[config.mk]
export PLATFORM = sky130hd
export DESIGN_NAME = pc_sequencer
export DESIGN_NICKNAME = d
export VERILOG_FILES = /design/src/rtl/pc_sequencer.sv
export SDC_FILE = /design/constraint.sdc
export NUM_CORES = 1
export LEC_CHECK = 0
export CAP_MARGIN = 5
export CORE_MARGIN = 10
export CORE_UTILIZATION = 40
export CTS_BUF_LIST = sky130_fd_sc_hd__clkbuf_16
export CTS_CLUSTER_DIAMETER = 100
export DETAILED_ROUTE_END_ITERATION = 6
export PLACE_DENSITY = 0.86
export SLEW_MARGIN = 20
export SYNTH_ARGS = -nofsm -noshare
export SYNTH_HDL_FRONTEND = slang
export SYNTH_SLANG_ARGS = --single-unit
[constraint.sdc]
create_clock -name Clk -period 4.5 [get_ports Clk]
set_clock_uncertainty 0.2 [all_clocks]
set_input_delay 1.35 -clock Clk [delete_from_list [all_inputs] [get_ports Clk]]
set_output_delay 1.35 -clock Clk [all_outputs]
set_load 0.03 [all_outputs]
[src/rtl/pc_sequencer.sv]
// Next-PC controller: picks PCNext/PCen from priority-ordered redirect and stall
// requests, times the pipeline Flush window and tracks one level of interrupt state.
module pc_sequencer #(
    parameter int unsigned     PC_W         = 48,
    parameter int unsigned     PC_INC       = 1,
    parameter logic [PC_W-1:0] IRQ_VEC      = PC_W'('h100),
    parameter int unsigned     FLUSH_CYCLES = 2
) (
    input  logic            Clk,
    input  logic            Reset,
    input  logic [PC_W-1:0] PCResult,
    input  logic            Stall,
    input  logic            BranchTaken,
    input  logic [PC_W-1:0] BranchTarget,
    input  logic            Jump,
    input  logic [PC_W-1:0] JumpTarget,
    input  logic            IrqReq,
    input  logic            Eret,
    output logic [PC_W-1:0] PCNext,
    output logic            PCen,
    output logic            Flush,
    output logic            IrqAck,
    output logic [PC_W-1:0] EPC,
    output logic            InIrq
);

    localparam int unsigned CNT_W = (FLUSH_CYCLES > 1) ? $clog2(FLUSH_CYCLES) : 1;

    typedef enum logic {
        IDLE  = 1'b0,
        FLUSH = 1'b1
    } state_t;

    state_t           state;
    logic [CNT_W-1:0] cnt;
    logic             redirect;
    logic             irq_take;
    logic             eret_take;

    // Exactly one event acts per cycle; the if/else chain encodes the priority.
    always_comb begin
        PCNext    = PCResult + PC_W'(PC_INC);
        PCen      = 1'b1;
        IrqAck    = 1'b0;
        redirect  = 1'b0;
        irq_take  = 1'b0;
        eret_take = 1'b0;
        if (Reset) begin
            PCNext = '0;
            PCen   = 1'b0;
        end else if (IrqReq && !InIrq) begin
            PCNext   = IRQ_VEC;
            IrqAck   = 1'b1;
            irq_take = 1'b1;
            redirect = 1'b1;
        end else if (Jump) begin
            PCNext   = JumpTarget;
            redirect = 1'b1;
        end else if (BranchTaken) begin
            PCNext   = BranchTarget;
            redirect = 1'b1;
        end else if (Eret && InIrq) begin
            PCNext    = EPC;
            eret_take = 1'b1;
            redirect  = 1'b1;
        end else if (Stall) begin
            PCNext = PCResult;
            PCen   = 1'b0;
        end
    end

    always_ff @(posedge Clk) begin
        if (Reset) begin
            state <= IDLE;
            cnt   <= '0;
            Flush <= 1'b0;
            EPC   <= '0;
            InIrq <= 1'b0;
        end else begin
            if (irq_take) begin
                EPC   <= PCResult;
                InIrq <= 1'b1;
            end else if (eret_take) begin
                InIrq <= 1'b0;
            end

            // A redirect in either state (re)opens the full flush window.
            if (redirect) begin
                state <= FLUSH;
                Flush <= 1'b1;
                cnt   <= CNT_W'(FLUSH_CYCLES - 1);
            end else begin
                case (state)
                    FLUSH: begin
                        if (cnt == '0) begin
                            state <= IDLE;
                            Flush <= 1'b0;
                        end else begin
                            cnt <= cnt - CNT_W'(1);
                        end
                    end
                    default: begin
                        Flush <= 1'b0;
                    end
                endcase
            end
        end
    end

endmodule

Yosys cells after proc, flatten, opt, wreduce, memory -nomap -nowiden
Cells that the tools add are included.
{"block": "classes", "n_eq_ne": 1, "add_sub_neg": 2, "reduce_logical": 5, "muxes": 34}
{"cell": "two-way mux 48 bit", "count": 6}
{"cell": "adder 48 x 1 -> 48 bit (second input constant)", "count": 1}
{"cell": "two-way mux 1 bit", "count": 28}
{"cell": "nonzero test 2 bit", "count": 2}
{"cell": "inequality test 3 x 2 -> 1 bit (second input constant)", "count": 1}
{"cell": "logical AND 1 bit", "count": 2}
{"cell": "logical NOT 1 bit", "count": 1}
{"cell": "subtractor 1 bit (second input constant)", "count": 1}
{"block": "totals", "reg_bits": 52, "inputBits": 151, "wordCells": 47, "output_inout_bits": 100}

Logic depth before layout (Yosys ltp)
Gate-level depths: netlist of run 1.
{"block": "logic_depth", "word_depth": 8, "ltp_mapped": 8, "ltp_nobuf": 6}

Worst setup path after synthesis of run 1
OpenSTA, ideal clock, no wires.
{"block": "synth_timing", "path_kind": "input -> output", "start": "in Stall", "end": "out PCNext[32]", "path_buffers": 3, "cell_stages": 8, "required_ns": 2.950, "arrival_time_ns": 3.374, "path_slack_ns": -0.424, "cell_sequence": "clkbuf_1 and4b_1 buf_2 and4_1 clkbuf_1 nand4_1 xor2_1 a211oi_1"}
{"block": "synth_between", "elab_chain_cells": 6}
{"element": "start, declared", "line": "12", "text": "input logic Stall,"}
{"element": "two-way mux 48 bit", "line": "66", "text": "end else if (Stall) begin"}
{"element": "two-way mux 48 bit", "line": "62", "text": "end else if (Eret && InIrq) begin"}
{"element": "two-way mux 48 bit", "line": "59", "text": "end else if (BranchTaken) begin"}
{"element": "two-way mux 48 bit", "line": "56", "text": "end else if (Jump) begin"}
{"element": "two-way mux 48 bit", "line": "51", "text": "end else if (IrqReq && !InIrq) begin"}
{"element": "two-way mux 48 bit", "line": "48", "text": "if (Reset) begin"}
{"element": "end, declared", "line": "19", "text": "output logic [PC_W-1:0] PCNext,"}
Every way passes these cells.

Worst setup path after layout of run 1
{"block": "layout_timing", "start": "in PCResult[12]", "end": "out PCNext[40]"}
{"block": "layout_between", "elab_chain_cells": 7}
{"element": "start, declared", "line": "11", "text": "input logic [PC_W-1:0] PCResult,"}
{"element": "adder 48 x 1 -> 48 bit", "line": "42", "text": "PCNext = PCResult + PC_W'(PC_INC);"}
{"element": "two-way mux 48 bit", "line": "66"}
{"element": "two-way mux 48 bit", "line": "62"}
{"element": "two-way mux 48 bit", "line": "59"}
{"element": "two-way mux 48 bit", "line": "56"}
{"element": "two-way mux 48 bit", "line": "51"}
{"element": "two-way mux 48 bit", "line": "48"}
Every way passes these cells.

==> out/results.ini, run 1 <==
[power_and_ir_drop]
fin_total_pwr_uw=1810
leakage_power_uw=0.00409
net_switching_power_figure_uw=698
switching_part_of_the_total_power_pct=38.6
share_clk_of_total_power_pct=21.4
worst_ir_drop_vdd_uv=151
internal_power_uw=1110
power-per-cell-area_mw_per_mm2=182
portion_of_total_power_attributed_to_combinational_logic_pct=50.2
sequentialPowerShare_pct=28.4

[yosys]
synthTopCellsByCount=sky130_fd_sc_hd__nand2_1, sky130_fd_sc_hd__a21oi_1, sky130_fd_sc_hd__dfxtp_1, sky130_fd_sc_hd__clkbuf_1, sky130_fd_sc_hd__nor2_1
number_of_synthesized_register_bits=52
synthFlopType=sky130_fd_sc_hd__dfxtp_1
synthesis.yosys.warnings=0
post_synth_xor_area_fraction_pct=5.99
synth-simple-area-share_pct=39.0
synth.net_count=856
synth_mux_area_share_pct=1.71
synth_sequential_area_ratio_pct=22.3
synth_cell_types=56
synth_enable_flop_cells=0
synth_compound_area_share_pct=25.6
post-synth-top-count-cell=sky130_fd_sc_hd__nand2_1
synth-adder-area-share_pct=0.267
postSynth.asyncResetShare_pct=0
synth.top_cells.by_area=sky130_fd_sc_hd__dfxtp_1, sky130_fd_sc_hd__nand2_1, sky130_fd_sc_hd__a21oi_1
avgSynthCellArea_sq_um=6.65
netlist.top_cell.by_area=sky130_fd_sc_hd__dfxtp_1
synthDominantCellAreaShare_pct=22.3
combinational_family_with_the_most_area_after_synthesis=simple AND/OR/NAND/NOR gates
post_synthesis_instance_area_sq_mm=0.00468
syn-instance-count=704

[flow_run]
maxCapViolCount=0

[setup_path]
reg2reg_slack_ns=2.53
ff2ff_path_depth=4
worstSetupPathType=input pin to output port
r2r-start=InIrq
timing.critical_path.required_ns=2.95
cp-endpoint=PCNext[40]
largest_fanout_of_any_net_on_the_critical_path=3
cp-start-kind=input pin
worst_ep_arrival_time_ns=3.19
worstSetupEndpointType=output port
startpoint=PCResult[12]
timing.rr.end=EPC[36]

[timing]
max_freq_mhz=211
timing_worst_slew_pin_value_ns=0.616
timing_max_transition_violations_final=0
slew_headroom_pct=58.8
setup_ws_ns=-0.243
final_hold_viol_count=0
timing.final.crit_share_pct=105
timing.final.setup_violations=27
period_minus_slack_ns=4.74
final.setup.tns_ns=-3.42
grt_setup_unrepaired=true

[detailed_routing]
dr.pass1.iters=6
routed-via-count=8006
postRouteWirelength_microns=30700
avgRoutedWirePerCell_microns=24.5
antenna_left=0
drt_drc_violations_left=0
via_per_inst=6.37
first_iter_violations=1116

[run_status]
failed_checks=setup timing
outcome=finished with violations

[place]
routabilityCongestion=0.936
dpl.hpwl_microns=20400
io_buffers=250
post_dp_cell_area_sq_mm=0.00847

[finish]
fill_cells=548
stdcell_area_sq_mm=0.00993
final_nets=1263
sequential_cell_area_sq_mm=0.00104
post_route_cells_drive_above_1_share_pct=38.5
multiInputGateArea_sq_mm=0.00425
area_growth_syn_to_layout_pct=112

[clocking]
htree_levels=2
total_clock_buffers_created_by_cts=5
clock_pin_slew_reported_for_the_worst_setup_and_hold_paths_after_clock_tree_synthesis_ns=0.08
clk_path_buf_depth=2
clkSinkCount=52
cts_root_buf=sky130_fd_sc_hd__clkbuf_16
clock_latency_ns=0.30
tritoncts_clock_tree=done

[grt]
grt_start_max_net_pins=50
grt_antenna_before_repair=1
first_pass_grt_wire_length_microns=43700
grt_overflow=0
grt_util_all_layers_pct=32.8
first_global_vias=7938

[die]
die_x_microns=128
ios=251
dieHeight_microns=128
floorplan_core_area_sq_mm=0.0114
start_util_pct=41.0
std_cell_rows=39
dieArea_sq_mm=0.0164

[min_path]
hold_path_startpoint=EPC[0]
worst_min_path_class=flop to flop

## critical path: stages
cell,delay [ns]
sky130_fd_sc_hd__buf_8,0.08
sky130_fd_sc_hd__buf_6,0.10
sky130_fd_sc_hd__buf_6,0.10
sky130_fd_sc_hd__nand2_4,0.04
sky130_fd_sc_hd__or4_4,0.59
sky130_fd_sc_hd__nor4_4,0.43
sky130_fd_sc_hd__xnor2_2,0.12
sky130_fd_sc_hd__a211oi_4,0.21
sky130_fd_sc_hd__buf_6,0.16
## worst min path at each step
stage	slack (ns)	depth (start not counted)	to
after global placement	0.25	2	EPC[0]
after global routing	0.29	2	Flush
after floorplan	0.25	2	state
after CTS	0.27	2	EPC[0]
final	0.28	2	EPC[0]
after detailed placement	0.26	2	Flush
## metrics by stage
stage	utilization (%)	hold slack [ns]	cells	worst slack, ns
final	86.9	0.275	1256	-0.243
after CTS	84.0	0.270	1241	-0.171
after global routing	86.9	0.294	1256	-0.312
after global placement	74.2	0.255	1190	-1.09
after detailed placement	74.2	0.262	1190	-1.07
after floorplan	-	0.250	704	-0.0971
## layout make-up
cell class	instances	share of cell area, %
Tap cell	143	1.80
Clock buffer	5	1.26
Timing Repair Buffer	458	43.3
Inverter	4	0.151
Clock inverter	3	0.113
Sequential cell	52	10.5
Multi-Input combinational cell	590	42.8
Antenna cell	1	0.0252
## power by group through the flow
stage,Clock (uW),Combinational [uW],Sequential (uW)
2_1_floorplan,0,310,567
3_3_place_gp,0,774,520
3_5_place_dp,0,786,521
4_1_cts,383,854,511
5_1_grt,402,941,516
6_report,387,907,514
## flip-flops by register name, summed over array words and instances (netlist names)
register,cells
Flush,1
InIrq,1
EPC,48
state,1
cnt,1
## layer usage
layer | global-route usage (%) | share of wire, %
met5 | 0 | 0
met4 | 15.1 | 6.7
met2 | 56.9 | 47
met1 | 37.1 | 35
met3 | 7.86 | 11
## layout by cell type, fill, tap and decap left out, drive strengths merged, types with 14 or more instances in the layout
cell and instances:
nand4 28, nand3 25, a21oi 91, nand2 150, o21ai 30, buf 294
nor3 22, dfxtp 52, o22ai 23, nor2 44, and4 14, xnor2 17
xor2 15, clkdlybuf4s50 149, nor4 22, a211oi 18
## logic make-up after synthesis
logic type | count (synthesis)
simple gates | 351
compound gates | 198
buf+inv | 62
flops | 52
xor+xnor | 32
mux | 8
fa+ha+maj | 1
## timing repair
item / 4_1_cts / 5_1_grt
cloned: 2 / 0
hold buffers: 0 / 0
endpoints found under the setup margin: 49 / 43
pin swaps: 70 / 50
resized for setup: 358 / 47
setup buffers: 43 / 16
Note: power is estimated with default switching activity, not from simulation.
==> run 2, diff against run 1 <==
- CORE_MARGIN: 10 -> 2
- REMOVE_ABC_BUFFERS: default -> 1
==> run 2 against run 1 <==
Net effect:
- the run still ends with setup timing left
- sequential share of layout area is 0.95 points higher
- worst hold slack better by 0.0014 ns
- core utilization is 7.2 points lower
- critical path depth stayed put
- clock power is 5% higher
- die area is 23% lower
- register-to-register slack better by 0.08 ns
- via count is 5.8% lower
- flip-flop and latch count stayed put
- combinational power is 11% lower
- largest cell class is now multi-input combinational cells
==> out/results.ini, run 2 (synthesized netlist as in run 1, its figures left out) <==
[run_status]
outcome=finished with violations
failed_checks=setup timing

[setup_path]
timing.critical_path.required_ns=2.95
worstSetupEndpointType=output port
worstSetupPathType=input pin to output port
max_stage_delay_ns=0.56
largest_fanout_of_any_net_on_the_critical_path=3
crit_path_top_delay_cell=sky130_fd_sc_hd__or4_4
worst_ep_arrival_time_ns=3.11
cp_common_cell=sky130_fd_sc_hd__buf_4
critical_path.cell_chain=buf_8 > ha_4 > nand3_4 > or4_4 > nor4_4 > buf_4 > xnor2_2 > a211oi_2 > buf_4
cp-start-kind=input pin

[finish]
area_growth_syn_to_layout_pct=94.6
final_core_utilization_pct=79.7
final_common_cell=sky130_fd_sc_hd__buf_4
post_route_cells_drive_above_1_share_pct=33.2
largest-register=EPC
largest_reg_flops=48
final_cell_mix=sky130_fd_sc_hd__buf_4, sky130_fd_sc_hd__clkdlybuf4s50_1, sky130_fd_sc_hd__nand2_1
stdcell_area_sq_mm=0.00910
final_nets=1221

[timing]
timing.final.setup_violations=24
grt_setup_unrepaired=true
slew_headroom_pct=55.5
period_minus_slack_ns=4.66
setup_ws_ns=-0.155
timing_worst_slew_pin_value_ns=0.667
final_hold_viol_count=0
timing_max_transition_violations_final=0
timing.final.crit_share_pct=103
max_freq_mhz=215

[clocking]
total_clock_buffers_created_by_cts=5
clkSinkCount=52
clock_pin_slew_reported_for_the_worst_setup_and_hold_paths_after_clock_tree_synthesis_ns=0.08
cts-hold-fix-buffers=0
clk_path_buf_depth=2
cts_root_buf=sky130_fd_sc_hd__clkbuf_16
clock_latency_ns=0.30
tritoncts_clock_tree=done
htree_levels=2

[place]
post_dp_cell_area_sq_mm=0.00808
dpl.hpwl_microns=17100
routabilityCongestion=1.01
io_buffers=250

[grt]
grt_antenna_before_repair=1
grt_overflow=0
first_pass_grt_wire_length_microns=37300
first_global_vias=7229
grt_util_all_layers_pct=36.5
grt_start_max_net_pins=55

[detailed_routing]
first_iter_violations=867
routed-via-count=7544
avgRoutedWirePerCell_microns=21.6
drt_drc_violations_left=0
via_per_inst=6.21
dr.pass1.iters=5
postRouteWirelength_microns=26200
antenna_left=0

[die]
dieHeight_microns=112
dieArea_sq_mm=0.0126
std_cell_rows=39
floorplan_core_area_sq_mm=0.0114
ios=251
die_x_microns=112
start_util_pct=41.0

[min_path]
worst_min_path_class=flop to flop

[power_and_ir_drop]
leakage_power_uw=0.00374
power-per-cell-area_mw_per_mm2=189
worst_ir_drop_vdd_uv=183
fin_total_pwr_uw=1720

[flow_run]
maxCapViolCount=0

run 2: layout make-up:
class | instances | area [sq um]
sequential | 52 | 1040
tap | 143 | 179
fill | 725 | 2310
inverter | 4 | 15.0
clock buffer | 5 | 125
clock inverter | 3 | 17.5
timing repair buffer | 416 | 3780
antenna | 1 | 2.50
multi-input combinational | 590 | 3950
run 2: path summary, 6_finish.rpt:
path / from / end / slack (ns) / cells after the start
worst max-delay path: PCResult[1] / PCNext[40] / -0.16 / 9
worst min-delay path: EPC[15] / EPC[15] / 0.28 / 2
worst max register to register: InIrq / EPC[24] / 2.61 / 6
worst min register to register: EPC[15] / EPC[15] / 0.28 / 2
run 2: stage by stage:
step                      setup TNS (ns)  worst slack, ns  hold WS (ns)  std cells
after floorplan                   -45.09            -1.30         0.244        646
after global placement            -22.28           -0.715         0.253       1174
after detailed placement          -23.41           -0.736         0.259       1174
after CTS                         -0.431           -0.180         0.269       1200
after global routing               -2.78           -0.173         0.297       1214
final                              -1.66           -0.155         0.276       1214
run 2: what timing repair did:
action | CTS | global route
pin swaps | 60 | 52
endpoints found under the setup margin | 49 | 42
resized for setup | 281 | 79
buffers inserted | 19 | 15
run 2: power breakdown:
group / internal, uW / switching, uW
combinational: 370 / 435
sequential: 488 / 24.9
clock: 207 / 198
run 2: critical path, delay by kind of cell:
family                   cells  cell delay, ns
AND/OR/NAND/NOR              3            0.81
buffers and inverters        3            0.46
AO/OA/AOI/OAI                1            0.26
adder cells (fa/ha/maj)      1            0.15
XOR/XNOR                     1            0.06
run 2: metal layers:
layer	GRT usage, %	vias up	share of wire (%)
li1	-	3321	-
met1	45.4	3491	36
met2	62.2	584	48
met3	6.53	148	11
met4	15.0	0	6.0
met5	0	-	0
==> run 3, diff against run 2 <==
- CTS_BUF_LIST: sky130_fd_sc_hd__clkbuf_16 -> default
- SKIP_CTS_REPAIR_TIMING: default -> 1
==> run 3 against run 2 <==
Net effect:
- the flow still finishes with violations (setup timing)
- fmax fell by 1.6%
- critical endpoint unchanged
- routed wire length down 4.4%
- core utilization fell by 0.90 points
- sequential share of layout area grew 0.13 points
==> out/results.ini, run 3 (synthesized netlist as in run 1, its figures left out) <==
[clocking]
clock_latency_ns=0.30
clock_pin_slew_reported_for_the_worst_setup_and_hold_paths_after_clock_tree_synthesis_ns=0.07
cts_root_buf=sky130_fd_sc_hd__clkbuf_16
total_clock_buffers_created_by_cts=5
tritoncts_clock_tree=done
htree_levels=2
clkSinkCount=52
clk_path_buf_depth=2

[die]
die_x_microns=112
dieArea_sq_mm=0.0126
start_util_pct=41.0
dieHeight_microns=112
ios=251
floorplan_core_area_sq_mm=0.0114
std_cell_rows=39

[finish]
final_nets=1207
stdcell_area_sq_mm=0.00900
area_growth_syn_to_layout_pct=92.4
fill_cells=743
largest-register=EPC
final_common_cell=sky130_fd_sc_hd__buf_4
largest_reg_flops=48
final_cell_mix=sky130_fd_sc_hd__buf_4, sky130_fd_sc_hd__clkdlybuf4s50_1, sky130_fd_sc_hd__nand2_1
antenna_cells_inserted=0
post_route_cells_drive_above_1_share_pct=31.0
finalNonFillerCells=1199

[power_and_ir_drop]
worst_ir_drop_vdd_uv=169
power-per-cell-area_mw_per_mm2=191
fin_total_pwr_uw=1720
leakage_power_uw=0.00383

[grt]
grt_start_max_net_pins=55
grt_overflow=0
grt_use_met1_pct=42.7
use_met2_pct=58.2
groute.layer.met3.usage_pct=6.48
top_usage_layer=met2
first_pass_grt_wire_length_microns=34700
grt_antenna_before_repair=0
first_global_vias=6733
grt_util_all_layers_pct=34.0

[timing]
timing.final.setup_violations=24
max_freq_mhz=211
slew_headroom_pct=55.6
setup_ws_ns=-0.231
grt_setup_unrepaired=true
period_minus_slack_ns=4.73
final_hold_viol_count=0
timing_worst_slew_pin_value_ns=0.666
timing_max_transition_violations_final=0
final.setup.tns_ns=-1.47
timing.final.crit_share_pct=105

[place]
io_buffers=250
post_dp_cell_area_sq_mm=0.00808
dpl.cell_count=1174
routabilityCongestion=1.01
dpl.hpwl_microns=17100

[detailed_routing]
routed-via-count=7361
avgRoutedWirePerCell_microns=20.9
antenna_left=0
drt_drc_violations_left=0
first_iter_violations=800
via_per_inst=6.14
postRouteWirelength_microns=25000
dr.pass1.iters=6

[min_path]
worst_min_path_class=flop to flop

[setup_path]
worst_ep_arrival_time_ns=3.18
cp-start-kind=input pin
worstSetupPathType=input pin to output port
largest_fanout_of_any_net_on_the_critical_path=3
worstSetupEndpointType=output port
timing.critical_path.required_ns=2.95

[run_status]
outcome=finished with violations
failed_checks=setup timing

[flow_run]
maxCapViolCount=0

==> run 3: changes by cell type in the layout (fill, tap and decap cells not counted), sizes merged <==
cell	change
clkbuf	+10
dlymetal6s2s	+22
dlygate4sd2	-7
clkinv	-1
buf	-32
clkdlybuf4s15	-6
diode	-1
==> run 3: per-stage QoR <==
step	hold WS (ns)	setup WS [ns]	util, %
6_report	0.269	-0.231	78.8
4_1_cts	0.269	-0.749	72.1
3_3_place_gp	0.253	-0.715	70.8
5_1_grt	0.292	-0.276	78.8
3_5_place_dp	0.259	-0.736	70.8
2_1_floorplan	0.244	-1.30	-
==> run 3: worst max-delay path: stages <==
cell                       delay [ns]
sky130_fd_sc_hd__buf_8           0.08
sky130_fd_sc_hd__ha_4            0.14
sky130_fd_sc_hd__nand3_2         0.10
sky130_fd_sc_hd__or4_4           0.56
sky130_fd_sc_hd__nor4_4          0.31
sky130_fd_sc_hd__buf_4           0.17
sky130_fd_sc_hd__xnor2_2         0.06
sky130_fd_sc_hd__a211oi_2        0.21
sky130_fd_sc_hd__buf_4           0.20
==> run 3: metal layers <==
layer / part of all wire, % / vias up
li1: - / 3299
met1: 37 / 3421
met2: 47 / 513
met3: 9.9 / 128
met4: 5.5 / 0
met5: 0 / -
==> run 3: final timing paths <==
path | startpoint | endpoint | slack, ns | cells past startpoint
worst max-delay path | PCResult[1] | PCNext[40] | -0.23 | 9
worst min-delay path | EPC[0] | EPC[0] | 0.27 | 2
worst max register to register | InIrq | EPC[29] | 2.61 | 4
worst min register to register | EPC[0] | EPC[0] | 0.27 | 2
==> run 3: cell type report <==
cell class / count / area [sq um] / share of cell area, %
Clock buffer: 6 / 139 / 1.54
Clock inverter: 2 / 13.8 / 0.153
Inverter: 4 / 15.0 / 0.167
Multi-Input combinational cell: 590 / 3930 / 43.6
Sequential cell: 52 / 1040 / 11.6
Tap cell: 143 / 179 / 1.99
Timing Repair Buffer: 402 / 3680 / 40.9
==> run 3: where the power goes <==
part	leakage, uW	switching, uW	internal, uW
Combinational	0.00333	429	362
Sequential	0.000428	24.6	488
Clock	0.0000772	192	223
